==> config.mk <==
export PLATFORM = sky130hd
export DESIGN_NAME = fsub_iter
export DESIGN_NICKNAME = d
export VERILOG_FILES = /design/src/rtl/fp_pkg.sv /design/src/rtl/fp_align_shift.sv /design/src/rtl/fsub_iter.sv
export SDC_FILE = /design/constraint.sdc
export NUM_CORES = 1
export LEC_CHECK = 0
export CAP_MARGIN = 20
export CORE_AREA = 2 2 194 196
export DETAILED_ROUTE_END_ITERATION = 12
export DIE_AREA = 0 0 196 198
export GPL_TIMING_DRIVEN = 1
export PLACE_DENSITY = 0.68
export SLEW_MARGIN = 25
export SYNTH_ARGS = -nofsm -noshare
export SYNTH_HDL_FRONTEND = slang
export SYNTH_SLANG_ARGS = --single-unit
==> constraint.sdc <==
create_clock -name clk -period 8.89 [get_ports clk]
set_clock_uncertainty 0.05 [all_clocks]
set_input_delay 2.667 -clock clk [delete_from_list [all_inputs] [get_ports clk]]
set_output_delay 2.667 -clock clk [all_outputs]
set_load 0.005 [all_outputs]
==> src/rtl/fp_pkg.sv <==
// Shared floating-point definitions: format constants, subtractor FSM states and the
// unpacked operand record used by the iterative add/sub datapath.
package fp_pkg;

    localparam int EXP_LEN_SP = 8;
    localparam int MAN_LEN_SP = 23;
    localparam int BIAS_SP    = 127;
    localparam int EXP_MAX_SP = 255;

    localparam int EXP_LEN_DP = 11;
    localparam int MAN_LEN_DP = 52;
    localparam int BIAS_DP    = 1023;
    localparam int EXP_MAX_DP = 2047;

    // Record widths cover the widest format; narrower formats zero-extend into them.
    // The exponent keeps one spare bit so exp+1 never wraps.
    localparam int EXP_W  = EXP_LEN_DP + 1;
    localparam int MANT_W = MAN_LEN_DP + 3;

    function automatic int exp_len(input int n);
        return (n == 64) ? EXP_LEN_DP : EXP_LEN_SP;
    endfunction

    function automatic int man_len(input int n);
        return (n == 64) ? MAN_LEN_DP : MAN_LEN_SP;
    endfunction

    function automatic int exp_max(input int n);
        return (n == 64) ? EXP_MAX_DP : EXP_MAX_SP;
    endfunction

    typedef enum logic [2:0] {
        IDLE,
        ALIGN,
        SUB,
        NORM,
        DONE
    } fsub_state_t;

    typedef struct packed {
        logic              sign;
        logic [EXP_W-1:0]  exp;
        logic [MANT_W-1:0] mant;
    } fp_unpacked_t;

endpackage

==> src/rtl/fp_align_shift.sv <==
// Combinational right shifter for mantissa alignment; the first bit shifted out is kept
// as a guard bit and anything past MAX_SHIFT flushes the mantissa to zero.
module fp_align_shift #(
    parameter int W         = 24,
    parameter int SW        = 12,
    parameter int MAX_SHIFT = W + 1
) (
    input  logic [W-1:0]  din,
    input  logic [SW-1:0] shamt,
    output logic [W-1:0]  dout,
    output logic          guard
);

    logic [W:0] ext;

    always_comb begin
        ext = {din, 1'b0} >> shamt;
        if (shamt > SW'(MAX_SHIFT)) begin
            ext = '0;
        end
    end

    assign dout  = ext[W:1];
    assign guard = ext[0];

endmodule

==> src/rtl/fsub_iter.sv <==
// Multi-cycle IEEE-754 subtractor (out = a - b): align, subtract, then normalise one bit
// per cycle; the result is held until the consumer takes it. Truncating, flush-to-zero.
module fsub_iter
    import fp_pkg::*;
#(
    parameter int N = 32
) (
    input  logic         clk,
    input  logic         rst,
    input  logic         in_valid,
    output logic         in_ready,
    input  logic [N-1:0] a,
    input  logic [N-1:0] b,
    output logic         out_valid,
    input  logic         out_ready,
    output logic [N-1:0] out,
    output logic         busy
);

    localparam int EL  = exp_len(N);
    localparam int ML  = man_len(N);
    localparam int HID = ML + 1;
    localparam int CRY = ML + 2;
    localparam logic [EXP_W-1:0] EMAX    = EXP_W'(exp_max(N));
    localparam logic [EXP_W-1:0] EXP_ONE = EXP_W'(1);

    fsub_state_t       state;
    logic [N-1:0]      op_a;
    logic [N-1:0]      op_b;
    fp_unpacked_t      x;
    logic              y_sign;
    logic [MANT_W-1:0] y_mant;
    fp_unpacked_t      r;

    function automatic fp_unpacked_t unpack(input logic [N-1:0] v);
        fp_unpacked_t u;
        u.sign = v[N-1];
        u.exp  = EXP_W'(v[N-2 -: EL]);
        u.mant = MANT_W'({1'b1, v[ML-1:0], 1'b0});
        return u;
    endfunction

    logic [EXP_W-1:0] exp_a;
    logic [EXP_W-1:0] exp_b;
    logic             a_zero;
    logic             b_zero;
    logic             a_spec;
    logic             b_spec;
    logic             is_special;
    logic [N-1:0]     special_out;
    logic [N-1:0]     big_w;
    logic [N-1:0]     sml_w;
    fp_unpacked_t     big_u;
    logic [EXP_W-1:0] shamt;
    logic [ML:0]      sh_mant;
    logic             sh_guard;

    assign exp_a  = EXP_W'(op_a[N-2 -: EL]);
    assign exp_b  = EXP_W'(op_b[N-2 -: EL]);
    assign a_zero = (exp_a == '0);
    assign b_zero = (exp_b == '0);
    assign a_spec = (exp_a == EMAX);
    assign b_spec = (exp_b == EMAX);
    assign is_special = a_zero | b_zero | a_spec | b_spec;

    // NOTE: every always_comb output gets a value on every path, otherwise a latch is inferred.
    always_comb begin
        special_out = op_b;
        if (a_spec) begin
            special_out = op_a;
        end else if (b_spec) begin
            special_out = op_b;
        end else if (a_zero && b_zero) begin
            special_out = '0;
        end else if (b_zero) begin
            special_out = op_a;
        end
    end

    // Larger magnitude goes first; comparing exponent and fraction as one integer does that.
    always_comb begin
        big_w = op_a;
        sml_w = op_b;
        if (op_a[N-2:0] < op_b[N-2:0]) begin
            big_w = op_b;
            sml_w = op_a;
        end
    end

    assign big_u = unpack(big_w);
    assign shamt = big_u.exp - EXP_W'(sml_w[N-2 -: EL]);

    fp_align_shift #(
        .W         (ML + 1),
        .SW        (EXP_W),
        .MAX_SHIFT (ML + 2)
    ) u_align (
        .din   ({1'b1, sml_w[ML-1:0]}),
        .shamt (shamt),
        .dout  (sh_mant),
        .guard (sh_guard)
    );

    logic             norm_done;
    logic [EXP_W-1:0] exp_inc;
    logic [N-1:0]     norm_out;

    assign exp_inc   = r.exp + EXP_ONE;
    assign norm_done = r.mant[CRY] | r.mant[HID] | (r.mant == '0) | (r.exp == '0);

    always_comb begin
        norm_out = {r.sign, r.exp[EL-1:0], r.mant[ML:1]};
        if (r.mant[CRY]) begin
            if (exp_inc >= EMAX) begin
                norm_out = {r.sign, {EL{1'b1}}, {ML{1'b0}}};
            end else begin
                norm_out = {r.sign, exp_inc[EL-1:0], r.mant[ML+1:2]};
            end
        end else if (r.mant == '0) begin
            norm_out = '0;
        end else if (r.exp == '0) begin
            norm_out = {r.sign, {(N-1){1'b0}}};
        end
    end

    // NOTE: state registers use non-blocking assignments so every flop samples pre-edge values.
    always_ff @(posedge clk or posedge rst) begin
        if (rst) begin
            state     <= IDLE;
            in_ready  <= 1'b1;
            out_valid <= 1'b0;
            busy      <= 1'b0;
            out       <= '0;
            op_a      <= '0;
            op_b      <= '0;
            x         <= '0;
            y_sign    <= 1'b0;
            y_mant    <= '0;
            r         <= '0;
        end else begin
            unique case (state)
                IDLE: begin
                    if (in_valid && in_ready) begin
                        op_a     <= a;
                        op_b     <= {~b[N-1], b[N-2:0]};
                        in_ready <= 1'b0;
                        busy     <= 1'b1;
                        state    <= ALIGN;
                    end
                end
                ALIGN: begin
                    if (is_special) begin
                        out       <= special_out;
                        out_valid <= 1'b1;
                        state     <= DONE;
                    end else begin
                        x      <= big_u;
                        y_sign <= sml_w[N-1];
                        y_mant <= MANT_W'({sh_mant, sh_guard});
                        state  <= SUB;
                    end
                end
                SUB: begin
                    r.sign <= x.sign;
                    r.exp  <= x.exp;
                    r.mant <= (x.sign == y_sign) ? x.mant + y_mant : x.mant - y_mant;
                    state  <= NORM;
                end
                NORM: begin
                    if (norm_done) begin
                        out       <= norm_out;
                        out_valid <= 1'b1;
                        state     <= DONE;
                    end else begin
                        r.mant <= r.mant << 1;
                        r.exp  <= r.exp - EXP_ONE;
                    end
                end
                DONE: begin
                    if (out_ready) begin
                        out_valid <= 1'b0;
                        in_ready  <= 1'b1;
                        busy      <= 1'b0;
                        state     <= IDLE;
                    end
                end
                default: state <= IDLE;
            endcase
        end
    end

endmodule

==> results.json <==
{
  "ys_ff_latch": 229,
  "yosys-top-cells-area": "dfrtp_1 37%, ha_1 6.6%, a21oi_1 6.1%",
  "cp_max_fo": 31,
  "cp-end-kind": "register",
  "grt_pass1_wl_mm": 74.0,
  "cts_setup_buffers": 0,
  "highest_layer": "met4",
  "cts.clk_slew.worst_paths_ns": 0.07,
  "rrSetupSlack_ns": 3.21,
  "diodes": 0,
  "clockBufferDepth": 3,
  "place.gp.congestion": 0.947,
  "whs_ns": 0.431,
  "hold-path-endpoint": "r[67]",
  "placement.io_buffers": 102,
  "dr.pass1.iters": 6,
  "r2r-end": "y_mant[7]",
  "yosysTopAreaCellShare_pct": 36.6,
  "maxCapViolCount": 0,
  "hold_path_class": "register to register",
  "start_kind": "register",
  "syn_area_mm2": 0.0156,
  "synth_warnings": 0,
  "layout-drive-gt1-share_pct": 10.5,
  "timing.final.crit_share_pct": 63.8,
  "grt_pass1_vias": 12900,
  "syn2layout_area_growth_pct": 15.2,
  "clkSinkCount": 229,
  "final_nets": 1938,
  "syn-num-nets": 1891,
  "seq_area_frac_synth_pct": 36.8,
  "synth_commonest_cells": "228 x dfrtp_1, 189 x a21oi_1, 171 x nand2_1",
  "setup_tns_ns": 0,
  "holdPathStages": 2,
  "wl_met2_mm": 21.1,
  "critPathKind": "register to register",
  "r2r-start": "op_b[23]",
  "synth_cell_type_count": 89,
  "finalCriticalPeriod_ns": 5.68,
  "wirelength_mm": 46.9,
  "finalMaxSlewViolations": 0,
  "yosys.area.top_type": "dfrtp_1",
  "fmax_ghz": 0.176,
  "cts_tree": "done",
  "async_flop_share_pct": 100,
  "finalHoldViolCount": 0,
  "worstMarginPinSlew_ns": 1.01,
  "fp.dieW_um": 196,
  "fillers": 3496,
  "die_area_mm2": 0.0388,
  "cts_made_buffers": 26,
  "rsz0062_at_grt": "false",
  "reg2regPathDepth": 17,
  "synth_ff_type": "dfrtp_1",
  "post_drt_via_cell_ratio": 6.03,
  "clkLatencyLatePin_ns": 0.56,
  "coreArea_mm2": 0.0370,
  "holdCritStartpoint": "r[67]",
  "initial_utilization_pct": 42.1,
  "first_iter_violations": 1142,
  "post-route-drc-count": 0,
  "antenna_found_initial": 0,
  "grt_max_degree": 159,
  "placementRows": 71,
  "grt_overflow_total": 0,
  "netlist_instances": 1739,
  "relSlewSlack_pct": 31.8,
  "cts_root_buf": "clkbuf_16",
  "hold_buffers": 0,
  "drt-met1-wl_mm": 21.4,
  "grt_usage_pct": 24.0,
  "num_io_pins": 103,
  "synthMostInstantiatedCell": "dfrtp_1",
  "crit_required_ns": 9.29,
  "dr_wl_met3_mm": 3.03,
  "antenna_left": 0,
  "vias": 13800,
  "setup_viol": 0,
  "routedWlPerCell_um": 20.6,
  "dpl.hpwl_mm": 34.4,
  "die_h_um": 198,
  "status": "finished clean",
  "syn_area_per_cell_um2": 8.96,
  "synth-edff-count": 0,
  "htreeDepth": 1,
  "cts-resized-gates": 0,
  "cp_data_arrival_time_ns": 6.07
}
[flip-flops by register name, summed over array words and instances (netlist names)]
signal / flops
out_valid: 1
y_mant: 25
busy: 1
op_a: 32
state: 3
r: 68
in_ready: 1
y_sign: 1
out: 32
x: 33
op_b: 32
[area by class of cell]
class,count,area (um^2),share of cell area (%)
sequential,229,5730,32.0
inverter,92,349,1.95
tap,474,593,3.31
timing repair buffer,126,1230,6.88
clock inverter,7,90.1,0.502
clock buffer,40,795,4.43
multi-input combinational,1311,9140,51.0
[logic make-up after synthesis]
family / after synthesis / share of synthesized area [%]
compound gates: 535 / 21.9
simple gates: 499 / 14.9
flops: 229 / 36.8
buf+inv: 199 / 5.08
mux: 167 / 13.0
fa+ha+maj: 84 / 6.85
xor+xnor: 26 / 1.46
[layer usage]
metal	track usage [%]	up-vias
met5	0	-
met4	7.97	0
met3	2.88	78
met2	37.8	489
met1	34.4	6709
li1	-	6477
[how the worst max path moves through the flow]
| stage | from | endpoint | slack (ns) | cells after the start |
|---|---|---|---|---|
| 2_1_floorplan | rst | busy | 3.18 | 1 |
| 3_5_place_dp | op_b[23] | y_mant[10] | 3.24 | 18 |
| 6_report | op_b[23] | y_mant[7] | 3.21 | 17 |
| 5_1_grt | op_b[23] | y_mant[10] | 2.70 | 18 |
| 4_1_cts | op_b[23] | y_mant[10] | 3.21 | 18 |
| 3_3_place_gp | op_b[23] | y_mant[7] | 3.36 | 17 |
[cell usage in the layout (no fill, tap or decap), drive strengths merged, types with 8 or more instances in the layout]
cell	n
xnor2	13
clkdlybuf4s50	102
mux2	60
nor2b	17
mux4	22
a222oi	20
nor4	21
and2	10
clkbuf	40
nand3	33
o211ai	18
a31oi	17
a221o	8
or3	11
a21oi	191
nor2	149
dfrtp	228
o32ai	9
xor2	13
ha	82
mux2i	85
nand4	19
nor3	26
and3	11
inv	91
nand2b	10
nand2	171
o21bai	11
o21ai	142
buf	24
o22ai	10
a21o	13
[metrics by stage]
stage | std cells | instance area (um^2) | worst slack, ns | util (%)
final | 2279 | 17900 | 3.21 | 48.5
after global routing | 2279 | 17900 | 2.70 | 48.5
after CTS | 2278 | 17900 | 3.21 | 48.5
after detailed placement | 2231 | 17000 | 3.24 | 46.1
after global placement | 2231 | 17000 | 3.36 | 46.1
after floorplan | 1739 | 15600 | 3.18 | -
[worst max-delay path: stages, from the launching register on]
cell and delay, ns:
dfrtp_1 0.51, inv_1 0.12, ha_1 0.30, buf_4 0.38, nand4_1 0.27, nor4_4 0.36, a221oi_2 0.12, and2_1 0.24
o21ai_4 0.08, buf_4 0.44, a31oi_1 0.16, ha_1 0.24, o31a_1 0.38, a31oi_4 0.80, mux4_2 0.61, mux2i_1 0.16
nor3_1 0.07, a221o_1 0.27
Power is left out: the tool's default activity adds up to more than one toggle a clock period on the data nets, which glitch-free logic cannot reach.
